`config.mk`:
```
export PLATFORM = sky130hd
export DESIGN_NAME = rr_channel_sel8_flat
export DESIGN_NICKNAME = d
export VERILOG_FILES = /design/src/rtl/rr_channel_sel8_pkg.sv /design/src/rtl/rr_channel_sel8_if.sv /design/src/rtl/rr_pick8.sv /design/src/rtl/rr_channel_sel8.sv /design/src/flat_wrapper.sv
export VERILOG_INCLUDE_DIRS = /design/src /design/src/rtl
export SDC_FILE = /design/constraint.sdc
export NUM_CORES = 1
export LEC_CHECK = 0
export BUFFER_PORTS_ARGS = -buffer_cell sky130_fd_sc_hd__buf_2
export CORE_MARGIN = 4
export CORE_UTILIZATION = 30
export DETAILED_ROUTE_END_ITERATION = 8
export GPL_TIMING_DRIVEN = 0
export HOLD_SLACK_MARGIN = 0.06
export PLACE_DENSITY = 0.66
export SLEW_MARGIN = 40
export SYNTH_ARGS = -nofsm -noshare
export SYNTH_HDL_FRONTEND = slang
export SYNTH_SLANG_ARGS = --single-unit
```
`constraint.sdc`:
```
create_clock -name clk -period 4.9 [get_ports clk]
set_input_delay 0.245 -clock clk [delete_from_list [all_inputs] [get_ports clk]]
set_output_delay 0.245 -clock clk [all_outputs]
set_load 0.01 [all_outputs]
```
`src/rtl/chsel_defs.vh`:
```
// Shared channel-select constants: channel count, select width and the
// reset value of the round-robin pointer (7, so channel 0 wins first).
`ifndef CHSEL_DEFS_VH
`define CHSEL_DEFS_VH
localparam int          NCH     = 8;
localparam int          SELW    = 3;
localparam logic [2:0]  PTR_RST = 3'd7;
`endif

```
`src/rtl/rr_channel_sel8_pkg.sv`:
```
// Types and helpers shared by the 8-channel round-robin selector.
package rr_channel_sel8_pkg;
  `include "chsel_defs.vh"

  typedef logic [SELW-1:0] ch_idx_t;

  function automatic logic [NCH-1:0] onehot(ch_idx_t i);
    return NCH'(1) << i;
  endfunction
endpackage

```
`src/rtl/rr_channel_sel8_if.sv`:
```
// Channel-side and output-side bus of rr_channel_sel8.
// Optional RR_CHANNEL_SEL8_MASK_EN adds the ch_mask eligibility input.
interface rr_channel_sel8_if #(parameter int WIDTH = 8);
  import rr_channel_sel8_pkg::*;

  logic [NCH-1:0]   req;
  logic [WIDTH-1:0] in0, in1, in2, in3, in4, in5, in6, in7;
  logic             out_ready;
`ifdef RR_CHANNEL_SEL8_MASK_EN
  logic [NCH-1:0]   ch_mask;
`endif
  logic [NCH-1:0]   grant;
  ch_idx_t          sel;
  logic [WIDTH-1:0] out_data;
  logic             out_valid;

`ifdef RR_CHANNEL_SEL8_MASK_EN
  modport master (output req, in0, in1, in2, in3, in4, in5, in6, in7, out_ready, ch_mask,
                  input  grant, sel, out_data, out_valid);
  modport slave  (input  req, in0, in1, in2, in3, in4, in5, in6, in7, out_ready, ch_mask,
                  output grant, sel, out_data, out_valid);
`else
  modport master (output req, in0, in1, in2, in3, in4, in5, in6, in7, out_ready,
                  input  grant, sel, out_data, out_valid);
  modport slave  (input  req, in0, in1, in2, in3, in4, in5, in6, in7, out_ready,
                  output grant, sel, out_data, out_valid);
`endif
endinterface

```
`src/rtl/rr_pick8.sv`:
```
// Combinational round-robin search: first eligible channel scanning upward
// from last+1 with wrap; last itself is reached last, so a sole requester repeats.
module rr_pick8
  import rr_channel_sel8_pkg::*;
(
  input  logic [NCH-1:0] eligible,
  input  ch_idx_t        last,
  output ch_idx_t        winner,
  output logic           any
);
  ch_idx_t idx;

  always_comb begin
    winner = last;
    any    = 1'b0;
    idx    = last;
    for (int k = 1; k <= NCH; k++) begin
      idx = last + SELW'(k);
      if (!any && eligible[idx]) begin
        winner = idx;
        any    = 1'b1;
      end
    end
  end
endmodule

```
`src/rtl/rr_channel_sel8.sv`:
```
// 8-channel round-robin selector with a one-deep registered output stage.
// Define RR_CHANNEL_SEL8_MASK_EN to gate eligibility with bus.ch_mask.
module rr_channel_sel8
  import rr_channel_sel8_pkg::*;
#(parameter int WIDTH = 8)
(
  input logic               clk,
  input logic               rst,
  rr_channel_sel8_if.slave  bus
);
  logic [NCH-1:0]   eligible;
  ch_idx_t          last, winner, sel_q;
  logic             any, load, valid_q;
  logic [WIDTH-1:0] wdata, data_q;

`ifdef RR_CHANNEL_SEL8_MASK_EN
  assign eligible = bus.req & bus.ch_mask;
`else
  assign eligible = bus.req;
`endif

  rr_pick8 u_pick (.eligible(eligible), .last(last), .winner(winner), .any(any));

  // Output slot is free when empty or being drained this cycle.
  assign load = !valid_q || bus.out_ready;

  always_comb begin
    case (winner)
      3'd0:    wdata = bus.in0;
      3'd1:    wdata = bus.in1;
      3'd2:    wdata = bus.in2;
      3'd3:    wdata = bus.in3;
      3'd4:    wdata = bus.in4;
      3'd5:    wdata = bus.in5;
      3'd6:    wdata = bus.in6;
      default: wdata = bus.in7;
    endcase
  end

  always_ff @(posedge clk) begin
    if (rst) begin
      valid_q <= 1'b0;
      data_q  <= '0;
      sel_q   <= '0;
      last    <= PTR_RST;
    end else if (load) begin
      valid_q <= any;
      if (any) begin
        data_q <= wdata;
        sel_q  <= winner;
        last   <= winner;
      end
    end
  end

  assign bus.grant     = (!rst && load && any) ? onehot(winner) : '0;
  assign bus.sel       = sel_q;
  assign bus.out_data  = data_q;
  assign bus.out_valid = valid_q;
endmodule
```
`src/flat_wrapper.sv`:
```
// flat-port wrapper written by rule: the top's interface ports become plain ports
module rr_channel_sel8_flat import rr_channel_sel8_pkg::*;
#(parameter int WIDTH = 8)
  (clk, rst, bus_req, bus_in0, bus_in1, bus_in2, bus_in3, bus_in4, bus_in5, bus_in6, bus_in7, bus_out_ready, bus_grant, bus_sel, bus_out_data, bus_out_valid);
  rr_channel_sel8_if #(.WIDTH(WIDTH)) bus_i ();
  input logic clk;
  input logic rst;
  input wire logic [$bits(bus_i.req)-1:0] bus_req;
  input wire logic [$bits(bus_i.in0)-1:0] bus_in0;
  input wire logic [$bits(bus_i.in1)-1:0] bus_in1;
  input wire logic [$bits(bus_i.in2)-1:0] bus_in2;
  input wire logic [$bits(bus_i.in3)-1:0] bus_in3;
  input wire logic [$bits(bus_i.in4)-1:0] bus_in4;
  input wire logic [$bits(bus_i.in5)-1:0] bus_in5;
  input wire logic [$bits(bus_i.in6)-1:0] bus_in6;
  input wire logic [$bits(bus_i.in7)-1:0] bus_in7;
  input wire logic [$bits(bus_i.out_ready)-1:0] bus_out_ready;
  output wire logic [$bits(bus_i.grant)-1:0] bus_grant;
  output wire logic [$bits(bus_i.sel)-1:0] bus_sel;
  output wire logic [$bits(bus_i.out_data)-1:0] bus_out_data;
  output wire logic [$bits(bus_i.out_valid)-1:0] bus_out_valid;
  assign bus_i.req = bus_req;
  assign bus_i.in0 = bus_in0;
  assign bus_i.in1 = bus_in1;
  assign bus_i.in2 = bus_in2;
  assign bus_i.in3 = bus_in3;
  assign bus_i.in4 = bus_in4;
  assign bus_i.in5 = bus_in5;
  assign bus_i.in6 = bus_in6;
  assign bus_i.in7 = bus_in7;
  assign bus_i.out_ready = bus_out_ready;
  assign bus_grant = bus_i.grant;
  assign bus_sel = bus_i.sel;
  assign bus_out_data = bus_i.out_data;
  assign bus_out_valid = bus_i.out_valid;
  rr_channel_sel8 #(.WIDTH(WIDTH)) u_core (.clk(clk), .rst(rst), .bus(bus_i));
endmodule
```
# After elaboration in Yosys (flattened, before gate mapping)
# Cells that the tools add are included.
[op_classes] n_bitwise=0 muxes=34 addsub=7 n_eq_ne=6 shifts=1 reduce_logical=21 div_mod_pow=0 n_lt_le_gt_ge=8 multipliers=0
[op_table] op="8-bit one-hot mux with 7 select lines" n=1
[op_table] op="3-bit by 4-bit < comparator with 1-bit output (second input constant)" n=8
[op_table] op="1-bit binary-select mux with 3-bit select" n=8
[op_table] op="3-bit 2-to-1 mux" n=8
[op_table] op="1-bit 2-to-1 mux" n=16
[op_table] op="3-bit adder (second input constant)" n=4
[op_table] op="3-bit equality test (second input constant)" n=3
[op_table] op="1-bit logical AND" n=9
[op_table] op="1-bit zero test" n=9
[op_table] op="8-bit 2-to-1 mux" n=1
[op_table] op="1-bit by 3-bit left shift with 8-bit output (first input constant)" n=1
[op_table] op="3-bit by 2-bit adder with 3-bit output (second input constant)" n=2
[op_table] op="3-bit by 2-bit equality test with 1-bit output (second input constant)" n=2
[op_table] op="3-bit by 1-bit adder with 3-bit output (second input constant)" n=1
[op_table] op="3-bit by 1-bit equality test with 1-bit output (second input constant)" n=1
[op_table] op="3-bit zero test" n=1
[op_table] op="2-bit AND reduction" n=1
[op_table] op="1-bit logical OR" n=1
[word_totals] output_inout_bits=20 regBits=15 latch_bits=0 romBits=0 wordCells=81 n_memories=0 ram_bits=0 in_bits=75

# Longest topological paths before layout
[depth] word_depth=27 mapped_depth=16 mapped_depth_nobuf=12

# By module
# Synthesis repeated with hierarchy kept, for this count alone.
[hier_totals] cells_unflattened=240 hier_area_um2=2029.4
[by_module_without_submodules] mod="rr_channel_sel8" n_inst=1 seq_area_each_um2=300.3 area_per_inst_um2=1179.9 cells_per_inst=145
[by_module_without_submodules] mod="rr_pick8" n_inst=1 seq_area_each_um2=0.0 area_per_inst_um2=849.6 cells_per_inst=95

# Least setup slack after synthesis
# No wires, ideal clock.
[synth_path] path_type="register -> output" startpoint="register u_core.last[0]" endpoint="output port bus_grant[5]" n_path_buf=4 path_stages_with_launch=16 slack_ns=1.049 arrival_time_ns=3.606 required_ns=4.655 cell_sequence="dfxtp_1 buf_2 inv_1 ha_1 buf_2 buf_2 mux2_2 nor3_1 a221oi_4 nand2b_2 o311a_1 a31oi_1 a311o_1 buf_2 nand2_1 nor3_1"
[synth_between] elab_chain_len=27 elab_cells_between_ends=56 classes_between="add/sub: 7; shift: 1; mux: 33; reduce/logical: 15"
[synth_rtl] element="start, declared" line="rr_channel_sel8.sv:12" rtl="ch_idx_t last, winner, sel_q;"
[synth_rtl] element="start signal, assigned" line="rr_channel_sel8.sv:51" rtl="last <= winner;"
[synth_rtl] element="3-bit by 1-bit adder with 3-bit output" line="rr_pick8.sv:18" rtl="idx = last + SELW'(k);"
[synth_rtl] element="1-bit binary-select mux with 3-bit select" line="rr_pick8.sv:19" rtl="if (!any && eligible[idx]) begin"
[synth_rtl] element="1-bit 2-to-1 mux (implied by the code)" line="rr_pick8.sv:19"
[synth_rtl] element="1-bit 2-to-1 mux" line="rr_pick8.sv:19"
[synth_rtl] element="1-bit zero test" line="rr_pick8.sv:19"
[synth_rtl] element="1-bit logical AND" line="rr_pick8.sv:19"
[synth_rtl] element="1-bit 2-to-1 mux" line="rr_pick8.sv:19"
[synth_rtl] element="1-bit zero test" line="rr_pick8.sv:19"
[synth_rtl] element="(+11 left out)"
[synth_rtl] element="1-bit zero test" line="rr_pick8.sv:19"
[synth_rtl] element="1-bit logical AND" line="rr_pick8.sv:19"
[synth_rtl] element="1-bit 2-to-1 mux" line="rr_pick8.sv:19"
[synth_rtl] element="1-bit zero test" line="rr_pick8.sv:19"
[synth_rtl] element="1-bit logical AND" line="rr_pick8.sv:19"
[synth_rtl] element="3-bit 2-to-1 mux / 1-bit 2-to-1 mux (equally long branches)" line="rr_pick8.sv:19"
[synth_rtl] element="1-bit by 3-bit left shift with 8-bit output / 1-bit logical AND (equally long branches)" line="rr_channel_sel8_pkg.sv:8, rr_channel_sel8.sv:56"
[synth_rtl] element="8-bit 2-to-1 mux (*)" line="rr_channel_sel8.sv:56" rtl="assign bus.grant = (!rst && load && any) ? onehot(winner) : '0;"
[synth_rtl] element="end, declared" line="flat_wrapper.sv:18" rtl="output wire logic [$bits(bus_i.grant)-1:0] bus_grant;"
# Mark *: on every way between the ends. The rest lies on a longest branch, timed or not. The select of a mux whose other input is x is not followed.

# Final worst setup path
# Ends and elaborated chain as after synthesis.

==> impl_metrics.yaml <==
outcome:
  result_of_the_run: "finished clean"
sta:
  maxSlewViolCount: 0
  hold_violations: 0
  setup-tns-final_ns: 0
  layout_setup_ws_ns: 0.265
  grt_setup_unrepaired: "no"
  final.setup_skew_ns: 0.000674
  fmax_ghz: 0.216
  period_minus_slack_ns: 4.64
  min_period_over_period: 0.946
  worstMarginPinSlew_ns: 0.603
  worst_slew_margin_rel: 0.595
  final-setup-viol-count: 0
synth:
  synth_seq_cells: 15
  synth_cells: 253
  postSynth.asyncResetShare: 0
  synth_common_cells: "sky130_fd_sc_hd__nor2_1 (21), sky130_fd_sc_hd__mux2i_1 (17), sky130_fd_sc_hd__a21oi_1 (16), sky130_fd_sc_hd__nand2_1 (16), sky130_fd_sc_hd__dfxtp_1 (15)"
  yosysWarningCount: 0
  netlist_area_mm2: 0.00217
  yosys_most_used_dff: "sky130_fd_sc_hd__dfxtp_1"
  netlist.area_leader.share: 0.139
  syn_avg_cell_area_um2: 8.56
  synth_edf_count: 0
  distinct_cell_type_count_after_synthesis: 61
  yosysTopAreaCell: "sky130_fd_sc_hd__dfxtp_1"
  synth.most_common_cell: "sky130_fd_sc_hd__nor2_1"
  synth-seq-area-share: 0.139
  ys_top_cells_by_area: "sky130_fd_sc_hd__dfxtp_1 (14%), sky130_fd_sc_hd__mux4_2 (9.4%), sky130_fd_sc_hd__mux2i_1 (7.9%), sky130_fd_sc_hd__a21oi_1 (3.7%), sky130_fd_sc_hd__mux2_2 (3.6%)"
  mappedNetlistNets: 330
clock_network:
  cts-htree-levels: 1
  clk_root_buffer_cell: "sky130_fd_sc_hd__clkbuf_8"
  cts_bufs_inserted: 3
  cts_resized: 0
  clock_latency_ns: 0.24
  tritoncts: "built"
  number_of_hold_repair_buffers_added_at_the_cts_stage: 0
  bufs_on_longest_clock_path: 2
  cts.sinks: 15
  path_clk_slew_ns: 0.06
  post-cts-setup-buffer-count: 0
detailed_routing:
  ant_nets: 0
  finalWirelength_um: 6590
  wl_per_cell_um: 14.8
  num_vias: 2376
  vias_per_cell: 5.33
  initialDrtViolationCount: 81
  drtPass1Iterations: 4
  drc: 0
worst_setup_path:
  critical_path.max_stage_delay_ns: 0.45
  worstPathMaxFanout: 10
  startpoint_type: "flip-flop"
  worst-endpoint-arrival_ns: 4.39
  crit_path_required_time_ns: 4.66
  setup.worst_path.end_class: "output port"
  crit_type: "flip-flop to output port"
  worstPathCellList: "clkbuf_4, inv_1, ha_1, buf_2, buf_2, mux2_2, nor3_1, a221oi_4, nand2b_2, o311a_1, a31oi_1, a311o_1, clkbuf_4, nand2_1, nor3_1, buf_2"
  startpoint: "u_core.last[0]"
  crit_family: "buffers and inverters"
  timing.rr.start: "u_core.last[0]"
  slowest_stage: "sky130_fd_sc_hd__dfxtp_1"
  critical_path_buf_inv_count: 6
  cp_common_cell: "sky130_fd_sc_hd__buf_2"
worst_hold_path:
  worstHoldStart: "bus_in5[3]"
  worstHoldPathType: "input port to flip-flop"
global_routing:
  grt_usage: 0.153
  grt_antenna_before_repair: 0
  number_of_global_route_vias_before_repair: 2361
  grt_max_degree: 11
  grt_pass1_wl_um: 11000
  grt-ovfl-total: 0
floorplanning:
  top_level_ports: 95
  core_mm2: 0.00691
  initial_utilization: 0.314
  floorplan.die_area_mm2: 0.00864
  fp.dieW_um: 93.0
  std_cell_rows: 30
  chipHeight_um: 93.0
layout:
  flow.area_growth_from_synthesis_pct: 30.0
  post_route_cells_drive_above_1_share: 0.411
  finalNetCount: 428
  n_antenna_cell: 0
placement:
  preCtsSetupSlack_ns: 0.471
  dp_hpwl_um: 5450
  gp_congestion: 0.906
  io_buffers: 93
run:
  maxCapViolCount: 0
-- per-layer routing --
layer	vias to the layer above	GRT usage	share of wire
li1	1175	-	-
met1	1103	0.207	0.44
met2	92	0.257	0.47
met3	6	0.0309	0.077
met4	0	0.0208	0.0089
met5	-	0	0
-- stage by stage --
stage                     cell area [um2]  instances   util  hold slack, ns
after floorplan                      2170        253      -           0.421
after global placement               2750        442  0.398           0.446
after detailed placement             2750        442  0.398           0.449
after CTS                            2800        446  0.405           0.283
after global routing                 2820        446  0.408           0.351
final                                2820        446  0.408           0.289
-- flip-flops by register name (all words and copies together) (netlist names) --
signal and flops:
u_core.bus.out_data 8, u_core.bus.out_valid 1, u_core.last 3, u_core.bus.sel 3
-- tightest hold or removal path: stages --
cell	delay, ns
sky130_fd_sc_hd__buf_2	0.08
sky130_fd_sc_hd__a21oi_1	0.05
sky130_fd_sc_hd__a21oi_1	0.12
-- placed cells by master (no fill, tap or decap), types with 3 or more instances in the layout --
| cell type | count |
|---|---|
| sky130_fd_sc_hd__dfxtp_1 | 15 |
| sky130_fd_sc_hd__nor2_1 | 21 |
| sky130_fd_sc_hd__buf_2 | 101 |
| sky130_fd_sc_hd__nand2_1 | 16 |
| sky130_fd_sc_hd__clkbuf_1 | 6 |
| sky130_fd_sc_hd__mux2_2 | 7 |
| sky130_fd_sc_hd__o2bb2ai_1 | 5 |
| sky130_fd_sc_hd__a21oi_1 | 16 |
| sky130_fd_sc_hd__nand3b_1 | 5 |
| sky130_fd_sc_hd__buf_6 | 3 |
| sky130_fd_sc_hd__o211ai_1 | 5 |
| sky130_fd_sc_hd__a31oi_1 | 4 |
| sky130_fd_sc_hd__xnor2_1 | 3 |
| sky130_fd_sc_hd__nand2b_1 | 4 |
| sky130_fd_sc_hd__o2111ai_1 | 5 |
| sky130_fd_sc_hd__clkbuf_8 | 3 |
| sky130_fd_sc_hd__inv_1 | 10 |
| sky130_fd_sc_hd__o22ai_1 | 7 |
| sky130_fd_sc_hd__mux4_2 | 9 |
| sky130_fd_sc_hd__and2_1 | 5 |
| sky130_fd_sc_hd__mux2_1 | 5 |
| sky130_fd_sc_hd__mux2i_1 | 17 |
| sky130_fd_sc_hd__nor3_1 | 11 |
| sky130_fd_sc_hd__o21ai_0 | 8 |
| sky130_fd_sc_hd__o31ai_1 | 3 |
| sky130_fd_sc_hd__nor2b_1 | 6 |
| sky130_fd_sc_hd__a211oi_1 | 5 |
-- path summary, 6_finish.rpt --
kind,slack [ns],depth (start not counted),endpoint
max,0.26,16,bus_grant[5]
min reg2reg,0.45,2,u_core.bus.sel[2]
min,0.29,3,u_core.bus.out_data[3]
max reg2reg,0.68,14,u_core.bus.out_data[6]
-- cells by family (layout without fill, tap and decap cells) --
kind of cell	after synthesis	in the layout	synth area share
simple gates	78	78	0.187
xor+xnor	8	8	0.0480
fa+ha+maj	2	2	0.0116
flops	15	15	0.139
mux	41	41	0.260
buf+inv	29	126	0.0682
compound gates	80	80	0.287
-- layout make-up --
cell class | instances | area, um2
plain buffers | 19 | 115
well taps | 96 | 120
repair buffers | 93 | 465
clock buffers | 4 | 45.0
flip-flops and latches | 15 | 300
fillers | 735 | 4090
inverters | 10 | 37.5
multi-input cells | 209 | 1730
Power is not shown: default switching activity piles up to over one toggle a cycle in this logic, so the estimate is an artifact.
